[config.mk]
export PLATFORM = sky130hd
export DESIGN_NAME = bck_store_arbiter_flat
export DESIGN_NICKNAME = d
export VERILOG_FILES = /design/src/rtl/bck_store_arbiter_pkg.sv /design/src/rtl/bck_store_arbiter_if.sv /design/src/rtl/bck_store_arbiter_fifo.sv /design/src/rtl/bck_store_arbiter.sv /design/src/flat_wrapper.sv
export SDC_FILE = /design/constraint.sdc
export NUM_CORES = 2
export LEC_CHECK = 0
export CAP_MARGIN = 20
export CORE_MARGIN = 3
export CORE_UTILIZATION = 50
export CTS_BUF_LIST = sky130_fd_sc_hd__clkbuf_4 sky130_fd_sc_hd__clkbuf_8
export DETAILED_ROUTE_END_ITERATION = 10
export GPL_TIMING_DRIVEN = 0
export PLACE_DENSITY_LB_ADDON = 0.2
export SKIP_LAST_GASP = 1
export SLEW_MARGIN = 5
export SYNTH_ARGS = -nofsm -noshare
export SYNTH_HDL_FRONTEND = slang
export SYNTH_HIERARCHICAL = 1
export SYNTH_SLANG_ARGS = --single-unit
[constraint.sdc]
create_clock -name clk -period 46.8 [get_ports clk]
set_input_delay 9.36 -clock clk [delete_from_list [all_inputs] [get_ports clk]]
set_output_delay 9.36 -clock clk [all_outputs]
set_load 0.005 [all_outputs]
[src/rtl/bck_store_arbiter_pkg.sv]
// Shared definitions for the backward-extension store path: status codes,
// store-entry layout and write-region select values.
package bck_pkg;

  localparam logic [5:0] F_init   = 6'h1;
  localparam logic [5:0] F_run    = 6'h2;
  localparam logic [5:0] F_break  = 6'h3;
  localparam logic [5:0] BCK_INI  = 6'h4;
  localparam logic [5:0] BCK_RUN  = 6'h5;
  localparam logic [5:0] BCK_END  = 6'h6;
  localparam logic [5:0] DONE     = 6'h7;
  localparam logic [5:0] BUBBLE   = 6'h30;

  localparam logic WR_SEL_MEM  = 1'b0;
  localparam logic WR_SEL_CURR = 1'b1;

  localparam int ST_ADDR_W = 7;
  localparam int ST_DATA_W = 64;

  typedef struct packed {
    logic                 sel;
    logic [ST_ADDR_W-1:0] addr;
    logic [ST_DATA_W-1:0] x0;
    logic [ST_DATA_W-1:0] x1;
    logic [ST_DATA_W-1:0] x2;
    logic [ST_DATA_W-1:0] info;
  } store_entry_t;

  localparam int STORE_ENTRY_W = $bits(store_entry_t);

  // Entry width for non-default address/data widths; field order matches store_entry_t.
  function automatic int entry_width(input int aw, input int dw);
    return 1 + aw + 4 * dw;
  endfunction

  typedef enum logic [1:0] {S_IDLE, S_RUN, S_DRAIN} drain_state_t;

endpackage

[src/rtl/bck_store_arbiter_if.sv]
// Store-request streams from the backward-extension stage and the token RAM
// write port; master is the upstream/RAM side, slave is the arbiter.
interface bck_store_if #(
  parameter int ADDR_W = 7,
  parameter int DATA_W = 64
);
  logic              store_valid_mem;
  logic [DATA_W-1:0] mem_x_0, mem_x_1, mem_x_2, mem_x_info;
  logic [ADDR_W-1:0] mem_x_addr;
  logic              store_valid_curr;
  logic [DATA_W-1:0] curr_x_0, curr_x_1, curr_x_2, curr_x_info;
  logic [ADDR_W-1:0] curr_x_addr;

  logic              wr_en;
  logic              wr_sel;
  logic [ADDR_W-1:0] wr_addr;
  logic [DATA_W-1:0] wr_x0, wr_x1, wr_x2, wr_info;

  modport master (
    output store_valid_mem, mem_x_0, mem_x_1, mem_x_2, mem_x_info, mem_x_addr,
    output store_valid_curr, curr_x_0, curr_x_1, curr_x_2, curr_x_info, curr_x_addr,
    input  wr_en, wr_sel, wr_addr, wr_x0, wr_x1, wr_x2, wr_info
  );

  modport slave (
    input  store_valid_mem, mem_x_0, mem_x_1, mem_x_2, mem_x_info, mem_x_addr,
    input  store_valid_curr, curr_x_0, curr_x_1, curr_x_2, curr_x_info, curr_x_addr,
    output wr_en, wr_sel, wr_addr, wr_x0, wr_x1, wr_x2, wr_info
  );
endinterface

[src/rtl/bck_store_arbiter_fifo.sv]
// Dual-push / single-pop FIFO; push0 lands ahead of push1 in the same cycle.
module bck_store_fifo #(
  parameter int W     = 8,
  parameter int DEPTH = 4
) (
  input  logic                     clk,
  input  logic                     rst,
  input  logic                     push0,
  input  logic [W-1:0]             din0,
  input  logic                     push1,
  input  logic [W-1:0]             din1,
  input  logic                     pop,
  output logic [W-1:0]             dout,
  output logic [$clog2(DEPTH):0]   count,
  output logic                     empty
);
  localparam int PW = $clog2(DEPTH);
  localparam int CW = PW + 1;

  logic [W-1:0]  mem_q [DEPTH];
  logic [PW-1:0] head_q, head_d, tail_q, tail_d, wptr1;
  logic [CW-1:0] count_q, count_d;
  logic          ok0, ok1, okp;

  // Space check ignores a same-cycle pop, so a full FIFO never accepts a push.
  always_comb begin
    ok0     = push0 && (count_q < CW'(DEPTH));
    ok1     = push1 && ((count_q + CW'(ok0)) < CW'(DEPTH));
    okp     = pop && (count_q != '0);
    wptr1   = tail_q + PW'(ok0);
    tail_d  = tail_q + PW'(ok0) + PW'(ok1);
    head_d  = head_q + PW'(okp);
    count_d = count_q + CW'(ok0) + CW'(ok1) - CW'(okp);
  end

  always_ff @(posedge clk or negedge rst) begin
    if (!rst) begin
      head_q  <= '0;
      tail_q  <= '0;
      count_q <= '0;
    end else begin
      head_q  <= head_d;
      tail_q  <= tail_d;
      count_q <= count_d;
    end
  end

  always_ff @(posedge clk) begin
    if (ok0) mem_q[tail_q] <= din0;
    if (ok1) mem_q[wptr1]  <= din1;
  end

  assign dout  = mem_q[head_q];
  assign count = count_q;
  assign empty = (count_q == '0);
endmodule

[src/rtl/bck_store_arbiter.sv]
// Serialises mem/curr token stores onto the single token-RAM write port,
// throttles upstream with a registered stall and tracks per-iteration drain.
module bck_store_arbiter
  import bck_pkg::*;
#(
  parameter int ADDR_W     = 7,
  parameter int DATA_W     = 64,
  parameter int FIFO_DEPTH = 4
) (
  input  logic              clk,
  input  logic              rst,
  input  logic [5:0]        status_q,
  bck_store_if.slave        st_if,
  output logic              stall,
  output logic [ADDR_W-1:0] mem_wr_cnt,
  output logic [ADDR_W-1:0] curr_wr_cnt,
  output logic              flush_done
);
  localparam int EW = entry_width(ADDR_W, DATA_W);
  localparam int CW = $clog2(FIFO_DEPTH) + 1;
  localparam int OW = CW + 1;

  logic              stall_q, stall_d;
  logic              wr_en_q;
  logic [EW-1:0]     wr_q;
  logic [ADDR_W-1:0] mem_cnt_q, mem_cnt_d, curr_cnt_q, curr_cnt_d;
  drain_state_t      state_q, state_d;

  logic              accept, push_mem, push_curr, pop, is_ini, is_end, fifo_empty;
  logic [EW-1:0]     mem_entry, curr_entry, head;
  logic [CW-1:0]     occ;
  logic [OW-1:0]     occ_next;

  assign accept    = !stall_q;
  assign push_mem  = accept && st_if.store_valid_mem;
  assign push_curr = accept && st_if.store_valid_curr;
  assign is_ini    = accept && (status_q == BCK_INI);
  assign is_end    = accept && (status_q == BCK_END);
  assign pop       = !fifo_empty;

  assign mem_entry  = {WR_SEL_MEM, st_if.mem_x_addr, st_if.mem_x_0, st_if.mem_x_1,
                       st_if.mem_x_2, st_if.mem_x_info};
  assign curr_entry = {WR_SEL_CURR, st_if.curr_x_addr, st_if.curr_x_0, st_if.curr_x_1,
                       st_if.curr_x_2, st_if.curr_x_info};

  bck_store_fifo #(.W(EW), .DEPTH(FIFO_DEPTH)) u_fifo (
    .clk   (clk),
    .rst   (rst),
    .push0 (push_mem),
    .din0  (mem_entry),
    .push1 (push_curr),
    .din1  (curr_entry),
    .pop   (pop),
    .dout  (head),
    .count (occ),
    .empty (fifo_empty)
  );

  // Stalling above DEPTH-2 leaves room for a dual push in every accepted cycle.
  always_comb begin
    occ_next = OW'(occ) + OW'(push_mem) + OW'(push_curr) - OW'(pop);
    stall_d  = (occ_next > OW'(FIFO_DEPTH - 2));
  end

  always_comb begin
    mem_cnt_d  = mem_cnt_q;
    curr_cnt_d = curr_cnt_q;
    if (is_ini) begin
      mem_cnt_d  = '0;
      curr_cnt_d = '0;
    end else if (wr_en_q) begin
      if (wr_q[EW-1] == WR_SEL_CURR) begin
        if (curr_cnt_q != '1) curr_cnt_d = curr_cnt_q + 1'b1;
      end else begin
        if (mem_cnt_q != '1) mem_cnt_d = mem_cnt_q + 1'b1;
      end
    end
  end

  always_comb begin
    state_d    = state_q;
    flush_done = 1'b0;
    unique case (state_q)
      S_IDLE:  if (is_ini) state_d = S_RUN;
      S_RUN:   if (is_end) state_d = S_DRAIN;
      S_DRAIN: begin
        if (is_ini) begin
          state_d = S_RUN;
        end else if (fifo_empty && !wr_en_q) begin
          state_d    = S_IDLE;
          flush_done = 1'b1;
        end
      end
      default: state_d = S_IDLE;
    endcase
  end

  always_ff @(posedge clk or negedge rst) begin
    if (!rst) begin
      stall_q    <= 1'b0;
      wr_en_q    <= 1'b0;
      wr_q       <= '0;
      mem_cnt_q  <= '0;
      curr_cnt_q <= '0;
      state_q    <= S_IDLE;
    end else begin
      stall_q    <= stall_d;
      wr_en_q    <= pop;
      if (pop) wr_q <= head;
      mem_cnt_q  <= mem_cnt_d;
      curr_cnt_q <= curr_cnt_d;
      state_q    <= state_d;
    end
  end

  assign stall        = stall_q;
  assign mem_wr_cnt   = mem_cnt_q;
  assign curr_wr_cnt  = curr_cnt_q;
  assign st_if.wr_en  = wr_en_q;
  assign {st_if.wr_sel, st_if.wr_addr, st_if.wr_x0, st_if.wr_x1, st_if.wr_x2,
          st_if.wr_info} = wr_q;
endmodule
[src/flat_wrapper.sv]
// flat-port wrapper written by rule: the top's interface ports become plain ports
module bck_store_arbiter_flat import bck_pkg::*;
#(
  parameter int ADDR_W     = 7,
  parameter int DATA_W     = 64,
  parameter int FIFO_DEPTH = 4
)
  (clk, rst, status_q, stall, mem_wr_cnt, curr_wr_cnt, flush_done, st_if_store_valid_mem, st_if_mem_x_0, st_if_mem_x_1, st_if_mem_x_2, st_if_mem_x_info, st_if_mem_x_addr, st_if_store_valid_curr, st_if_curr_x_0, st_if_curr_x_1, st_if_curr_x_2, st_if_curr_x_info, st_if_curr_x_addr, st_if_wr_en, st_if_wr_sel, st_if_wr_addr, st_if_wr_x0, st_if_wr_x1, st_if_wr_x2, st_if_wr_info);
  bck_store_if #(.ADDR_W(ADDR_W), .DATA_W(DATA_W)) st_if_i ();
  input  logic clk;
  input  logic rst;
  input  logic [5:0] status_q;
  output logic stall;
  output logic [ADDR_W-1:0] mem_wr_cnt;
  output logic [ADDR_W-1:0] curr_wr_cnt;
  output logic flush_done;
  input wire logic [$bits(st_if_i.store_valid_mem)-1:0] st_if_store_valid_mem;
  input wire logic [$bits(st_if_i.mem_x_0)-1:0] st_if_mem_x_0;
  input wire logic [$bits(st_if_i.mem_x_1)-1:0] st_if_mem_x_1;
  input wire logic [$bits(st_if_i.mem_x_2)-1:0] st_if_mem_x_2;
  input wire logic [$bits(st_if_i.mem_x_info)-1:0] st_if_mem_x_info;
  input wire logic [$bits(st_if_i.mem_x_addr)-1:0] st_if_mem_x_addr;
  input wire logic [$bits(st_if_i.store_valid_curr)-1:0] st_if_store_valid_curr;
  input wire logic [$bits(st_if_i.curr_x_0)-1:0] st_if_curr_x_0;
  input wire logic [$bits(st_if_i.curr_x_1)-1:0] st_if_curr_x_1;
  input wire logic [$bits(st_if_i.curr_x_2)-1:0] st_if_curr_x_2;
  input wire logic [$bits(st_if_i.curr_x_info)-1:0] st_if_curr_x_info;
  input wire logic [$bits(st_if_i.curr_x_addr)-1:0] st_if_curr_x_addr;
  output wire logic [$bits(st_if_i.wr_en)-1:0] st_if_wr_en;
  output wire logic [$bits(st_if_i.wr_sel)-1:0] st_if_wr_sel;
  output wire logic [$bits(st_if_i.wr_addr)-1:0] st_if_wr_addr;
  output wire logic [$bits(st_if_i.wr_x0)-1:0] st_if_wr_x0;
  output wire logic [$bits(st_if_i.wr_x1)-1:0] st_if_wr_x1;
  output wire logic [$bits(st_if_i.wr_x2)-1:0] st_if_wr_x2;
  output wire logic [$bits(st_if_i.wr_info)-1:0] st_if_wr_info;
  assign st_if_i.store_valid_mem = st_if_store_valid_mem;
  assign st_if_i.mem_x_0 = st_if_mem_x_0;
  assign st_if_i.mem_x_1 = st_if_mem_x_1;
  assign st_if_i.mem_x_2 = st_if_mem_x_2;
  assign st_if_i.mem_x_info = st_if_mem_x_info;
  assign st_if_i.mem_x_addr = st_if_mem_x_addr;
  assign st_if_i.store_valid_curr = st_if_store_valid_curr;
  assign st_if_i.curr_x_0 = st_if_curr_x_0;
  assign st_if_i.curr_x_1 = st_if_curr_x_1;
  assign st_if_i.curr_x_2 = st_if_curr_x_2;
  assign st_if_i.curr_x_info = st_if_curr_x_info;
  assign st_if_i.curr_x_addr = st_if_curr_x_addr;
  assign st_if_wr_en = st_if_i.wr_en;
  assign st_if_wr_sel = st_if_i.wr_sel;
  assign st_if_wr_addr = st_if_i.wr_addr;
  assign st_if_wr_x0 = st_if_i.wr_x0;
  assign st_if_wr_x1 = st_if_i.wr_x1;
  assign st_if_wr_x2 = st_if_i.wr_x2;
  assign st_if_wr_info = st_if_i.wr_info;
  bck_store_arbiter #(.ADDR_W(ADDR_W), .DATA_W(DATA_W), .FIFO_DEPTH(FIFO_DEPTH)) u_core (.clk(clk), .rst(rst), .status_q(status_q), .st_if(st_if_i), .stall(stall), .mem_wr_cnt(mem_wr_cnt), .curr_wr_cnt(curr_wr_cnt), .flush_done(flush_done));
endmodule
## Word-level counts from Yosys, hierarchy flattened

Memory sizes are Yosys's and may differ from the RTL's. A register that Yosys moved wholly into a read port is not among the register bits.
Index checks and enable logic that the tools add are counted.

| storage, ports and cells | value |
|---|---|
| bits in registers | 25 |
| output and inout bits | 281 |
| memory bits (writable) | 1056 |
| memories | 1 |

| cells by class | value |
|---|---|
| order comparisons | 3 |
| mux-type cells | 20 |
| $add $sub $neg | 11 |
| reductions and logical operators | 23 |
| equal/unequal tests | 10 |

Memories:

| name | words | bits a word | rd ports | clocked after memory_dff | write ports | RTL line | text |
|---|---|---|---|---|---|---|---|
| u_core.u_fifo.mem_q | 4 | 264 | 1 | 1 | 2 | bck_store_arbiter_fifo.sv:20 | `logic [W-1:0] mem_q [DEPTH];` |

Operators by type and width:

| kind | number |
|---|---|
| 2-to-1 mux 7 bit | 8 |
| adder 7 x 1 -> 7 bit, second input constant | 2 |
| inequality test 7 bit, second input constant | 2 |
| equality test 6 x 3 -> 1 bit, second input constant | 2 |
| AND reduction 3 bit | 3 |
| logical AND 1 bit | 8 |
| 2-to-1 mux 2 bit | 4 |
| nonzero test 2 bit | 4 |
| 2-to-1 mux 1 bit | 7 |
| adder 2 x 1 -> 2 bit | 3 |
| adder 3 x 1 -> 3 bit | 2 |
| < comparator 3 bit, second input constant | 2 |
| one-hot mux 2 bit (3 select lines) | 1 |
| zero test 1 bit | 5 |
| adder 3 x 1 -> 4 bit | 1 |
| adder 4 x 1 -> 4 bit | 1 |
| greater-than comparator 4 x 2 -> 1 bit, second input constant | 1 |
| inequality test 2 x 1 -> 1 bit, second input constant | 2 |
| subtractor 4 x 1 -> 4 bit | 1 |
| zero test 3 bit | 1 |
| inequality test 3 x 1 -> 1 bit, second input constant | 1 |
| nonzero test 3 bit | 1 |
| subtractor 3 x 1 -> 3 bit | 1 |
| equality test 2 x 1 -> 1 bit, second input constant | 1 |
| other kinds (3) | 3 |

## Logic depth before layout (Yosys ltp)

| logic depth | value |
|---|---|
| depth in word-level cells | 8 |
| depth in mapped cells | 13 |

## Cells and area by module

Netlist, hierarchy kept.

By module, submodules not included:

| module | seq. area each (sq um) | cells an instance | area an instance (sq um) | times used |
|---|---|---|---|---|
| bck_store_fifo | 31885.6 | 2592 | 50837.5 | 1 |
| bck_store_arbiter | 7056.8 | 680 | 10857.9 | 1 |

## Worst setup path after synthesis

Ideal clock, no wire load.

| path | value |
|---|---|
| path type | in2reg |
| start | input port st_if_store_valid_mem |
| end | memory u_core/u_fifo/mem_q[1][0] (netlist name), enable pin |
| path slack | 17.317 ns |
| arrival time | 28.228 ns |
| stages | 4 |
| path buffers | 0 |
| path through | and2b_1 -> nor2b_1 -> nand2b_1 -> o21ai_0 |

RTL lines:

| item | RTL line | text |
|---|---|---|
| start: declaration | flat_wrapper.sv:17 | `input wire logic [$bits(st_if_i.store_valid_mem)-1:0] st_if_store_valid_mem;` |
| end: declaration | bck_store_arbiter_fifo.sv:20 |  |

## Worst setup path in the final report

| path | value |
|---|---|
| start | input port status_q[0] |
| end | output port flush_done |

| between the ends | value |
|---|---|
| longest elaborated chain between the ends | 4 |

Ends and longest elaborated chain:

| item | RTL line | text |
|---|---|---|
| start: declaration | flat_wrapper.sv:12 | `input logic [5:0] status_q;` |
| equality test 6 x 3 -> 1 bit | bck_store_arbiter.sv:37 | `assign is_ini = accept && (status_q == BCK_INI);` |
| logical AND 1 bit | bck_store_arbiter.sv:37 |  |
| 2-to-1 mux 1 bit | bck_store_arbiter.sv:87 | `if (is_ini) begin` |
| 2-to-1 mux 1 bit | bck_store_arbiter.sv:83 | `unique case (state_q)` |
| end: declaration | flat_wrapper.sv:16 | `output logic flush_done;` |

Every way passes these cells.

==> summary.txt <==
Status
  • Status: finished clean

Place
  • Final Wtd Congestion: 0.8120
  • Place WS: 25.87 ns
  • I/O Buffers: 816
  • DP Wirelength: between 100000 and 150000 um

Yosys
  • Area leader, netlist: edfxtp_1
  • Synth Area in XOR/XNOR: 0.1257%
  • Post-synthesis cell type count: 46
  • Synth area leaders: edfxtp_1, mux2_2, dfrtp_1, mux4_2, buf_2
  • Yosys warning total: 6
  • Cells after synthesis: between 3000 and 4000
  • Seq cells post-synth: 1345
  • Post-synthesis mux area share: 33.86%
  • Simple-gate share of the synthesized area: 0.4685%
  • Largest family of logic cells by synthesized area: multiplexers
  • Compound-cell area share of the yosys netlist: 0.3874%
  • Top cell type's share of synthesized area: 51.40%
  • Most used DFF post-synth: edfxtp_1
  • Sequential share of the synthesized area: 63.12%
  • Synthesized area: 0.06170 mm2
  • Async set-reset flop share out of synthesis: 21.49%
  • Synth Area in Adders: less than 1%
  • Syn Area/Cell: 18.86 um2
  • EDFF count, synth: 1056

STA
  • FMAX: 0.04759 GHz
  • RSZ-0062 raised after global routing: no
  • Clock Skews: 0.04752 ns
  • Worst-Margin Slew: about 1.1 ns
  • Tmin final: 21.01 ns
  • Worst setup margin: between 20 and 30 ns
  • Worst rel slew slack: between 20% and 30%
  • Pins Over Slew Limit: 0
  • Final period util: about 45%
  • Final Hold Vio Count: 0
  • Setup violators final: 0

Worst setup path
  • Crit-path max FO: 8
  • WP data required: 37.44 ns
  • Delay of the slowest cell on the worst path: 0.57 ns
  • CP endpoint kind: output pin
  • Critical path cell sequence: clkdlybuf4s50_1 -> or4b_1 -> clkbuf_2 -> nor2_1 -> nor3b_1 -> clkdlybuf4s50_1
  • Crit path kind: primary input to output pin
  • Worst Path Buf+Inv: 3
  • Slowest cell on the critical path: clkdlybuf4s50_1
  • CP arrival: 11.65 ns
  • CP delay by family, top: simple AND/OR/NAND/NOR gates
  • CP Launch Type: primary input
  • Most common cell on crit path: clkdlybuf4s50_1

Floorplan
  • Die area: between 0.1 and 0.15 mm2
  • Chip width: 357.3 um
  • IO Pins: 817
  • Starting Density: around 50%
  • Core area: 0.1222 mm2
  • Row count: 128
  • Die H: 357.3 um

Power
  • Pwr Density: 51.40 mW/mm2
  • VDD IR max: 0.00002895 V
  • Leak: 27.36 nW
  • Design Power: ~0.0040 W

Finish
  • Fin util: 64.07%
  • Final net count: 4931
  • Final-layout fill cell count: between 8000 and 9000
  • Layout cell share with drive strength beyond 1: between 40% and 50%
  • Most common cell after layout, fill and taps aside: mux2_2
  • Most frequent cells in the layout: mux2_2, edfxtp_1, clkdlybuf4s50_1
  • Syn-to-layout area delta: 26.90%

Detailed routing
  • Wire per inst: 28.11 um
  • DRT antenna net count: 0
  • First-pass detailed-route iteration total: 5
  • DR DRC count: 0
  • Initial drt markers: 2398
  • Final WL: 175600 um
  • Via count of the routed design: 35430
  • Vias per Instance: 5.672

Global route
  • Grt ovf: 0
  • First-pass GRT wire length: 254500 um
  • Vias in the first global route: 37450
  • Pin count of the biggest net entering global routing: 81
  • Initial antenna violation count: 75
  • GRT Total Usage: 27.38%

CTS
  • CTS Buffer Depth: 3
  • CTS buffer count: 221
  • CTS hold repair buffers: 0
  • Clock latency at the later pin of the worst-skew pair: 0.95 ns
  • TritonCTS clock tree: built
  • Post-cts resize count: 0
  • Clk pin slew, worst setup/hold paths: roughly 0.050 ns
  • # H-tree levels: 4
  • Root Driver: clkbuf_8
  • Post-CTS Setup Inserts: 0
  • CTS sink cnt: 1345

Run
  • MaxCap Viol Count: 0

Worst hold path
  • Worst hold path class: flop to flop
[Yosys cell counts, types with 2 or more instances]
cell	number
o21ai_0	16
dfrtp_1	289
xor2_1	2
nand2_1	4
xnor2_1	5
nor3_1	3
and2_1	5
nand4b_1	4
and3_1	2
a211oi_1	5
buf_1	17
a21oi_1	7
conb_1	2
nor2_1	3
edfxtp_1	1056
fa_1	3
mux2_2	1320
mux2i_1	8
mux4_2	264
nand4_1	4
nor4b_1	2
buf_2	152
clkbuf_1	38
nor2b_1	5
inv_1	18
nand2b_1	4
ha_1	12
or3_1	2
o21bai_1	2
a31oi_1	2
[per-stage QoR]
stage / instance area (um2) / instances / TNS [ns] / hold slack, ns
final: 78290 / 6246 / 0 / 0.5013
after global routing: 78250 / 6230 / 0 / 0.5112
after CTS: 78170 / 6199 / 0 / 0.5053
after detailed placement: 73460 / 5782 / 0 / 0.4921
after global placement: 71920 / 5719 / -1454.50 / 0.4867
after floorplan: 61720 / 3278 / 0 / 0.4767
[cells by family (layout without fill, tap and decap cells)]
logic type	Yosys count	in the layout
buffers and inverters	226	1522
AO/OA/AOI/OAI	39	39
adder cells (fa/ha/maj)	15	15
multiplexers	1592	1592
other	2	55
XOR/XNOR	8	8
flip-flops	1345	1345
AND/OR/NAND/NOR	45	45
[state kept, by name, indices dropped and copies added (netlist names)]
register and count:
u_core/u_fifo/head_q 2, u_core/u_fifo/count 3, u_core/u_fifo/tail_q 2, u_core/state_q 2, u_core/u_fifo/mem_q 1056, u_core/mem_wr_cnt 7
u_core/wr_q 264, u_core/curr_wr_cnt 7, u_core/stall 1, u_core/st_if.wr_en 1
[per-layer routing]
layer	vias up	part of all wire (%)	GRT usage (%)	routed length (um)
li1	15510	-	-	-
met1	18300	38	33.69	66840
met2	1272	50	45.12	87800
met3	303	8.7	8.826	15210
met4	42	3.1	10.61	5409
met5	-	0.18	0	313
[report_power, final]
part	switching [W]	internal [W]	leakage (nW)	total, W
combinational	0.000574	0.000747	11.9	0.00132
sequential	0.000105	0.00152	12.9	0.00163
clock	0.000478	0.000600	2.53	0.00108
total	0.00116	0.00287	27.4	0.00402
[area by class of cell]
type	count	area (um2)	area share, %
Clock inverter	46	340.3	0.4347
Antenna cell	47	117.6	0.1502
Clock buffer	371	4374	5.587
Buffer	208	973.4	1.243
Tap cell	1625	2033	2.597
Inverter	18	67.56	0.08630
Multi-Input combinational cell	1707	21780	27.82
Timing Repair Buffer	879	9659	12.34
Sequential cell	1345	38940	49.74
[final timing paths]
check	start	endpoint	slack, ns	depth (start not counted)
min in group asynchronous	rst	u_core/wr_q[249]	8.37	1
worst max-delay path	status_q[0]	flush_done	25.79	6
worst min register to register	u_core/wr_q[79]	u_core/wr_q[79]	0.50	1
worst max register to register	u_core/u_fifo/count[2]	u_core/stall	42.45	13
worst min-delay path	u_core/wr_q[79]	u_core/wr_q[79]	0.50	1
max in group asynchronous	rst	u_core/wr_q[138]	36.65	4
Note: power is estimated with default switching activity, not from simulation.
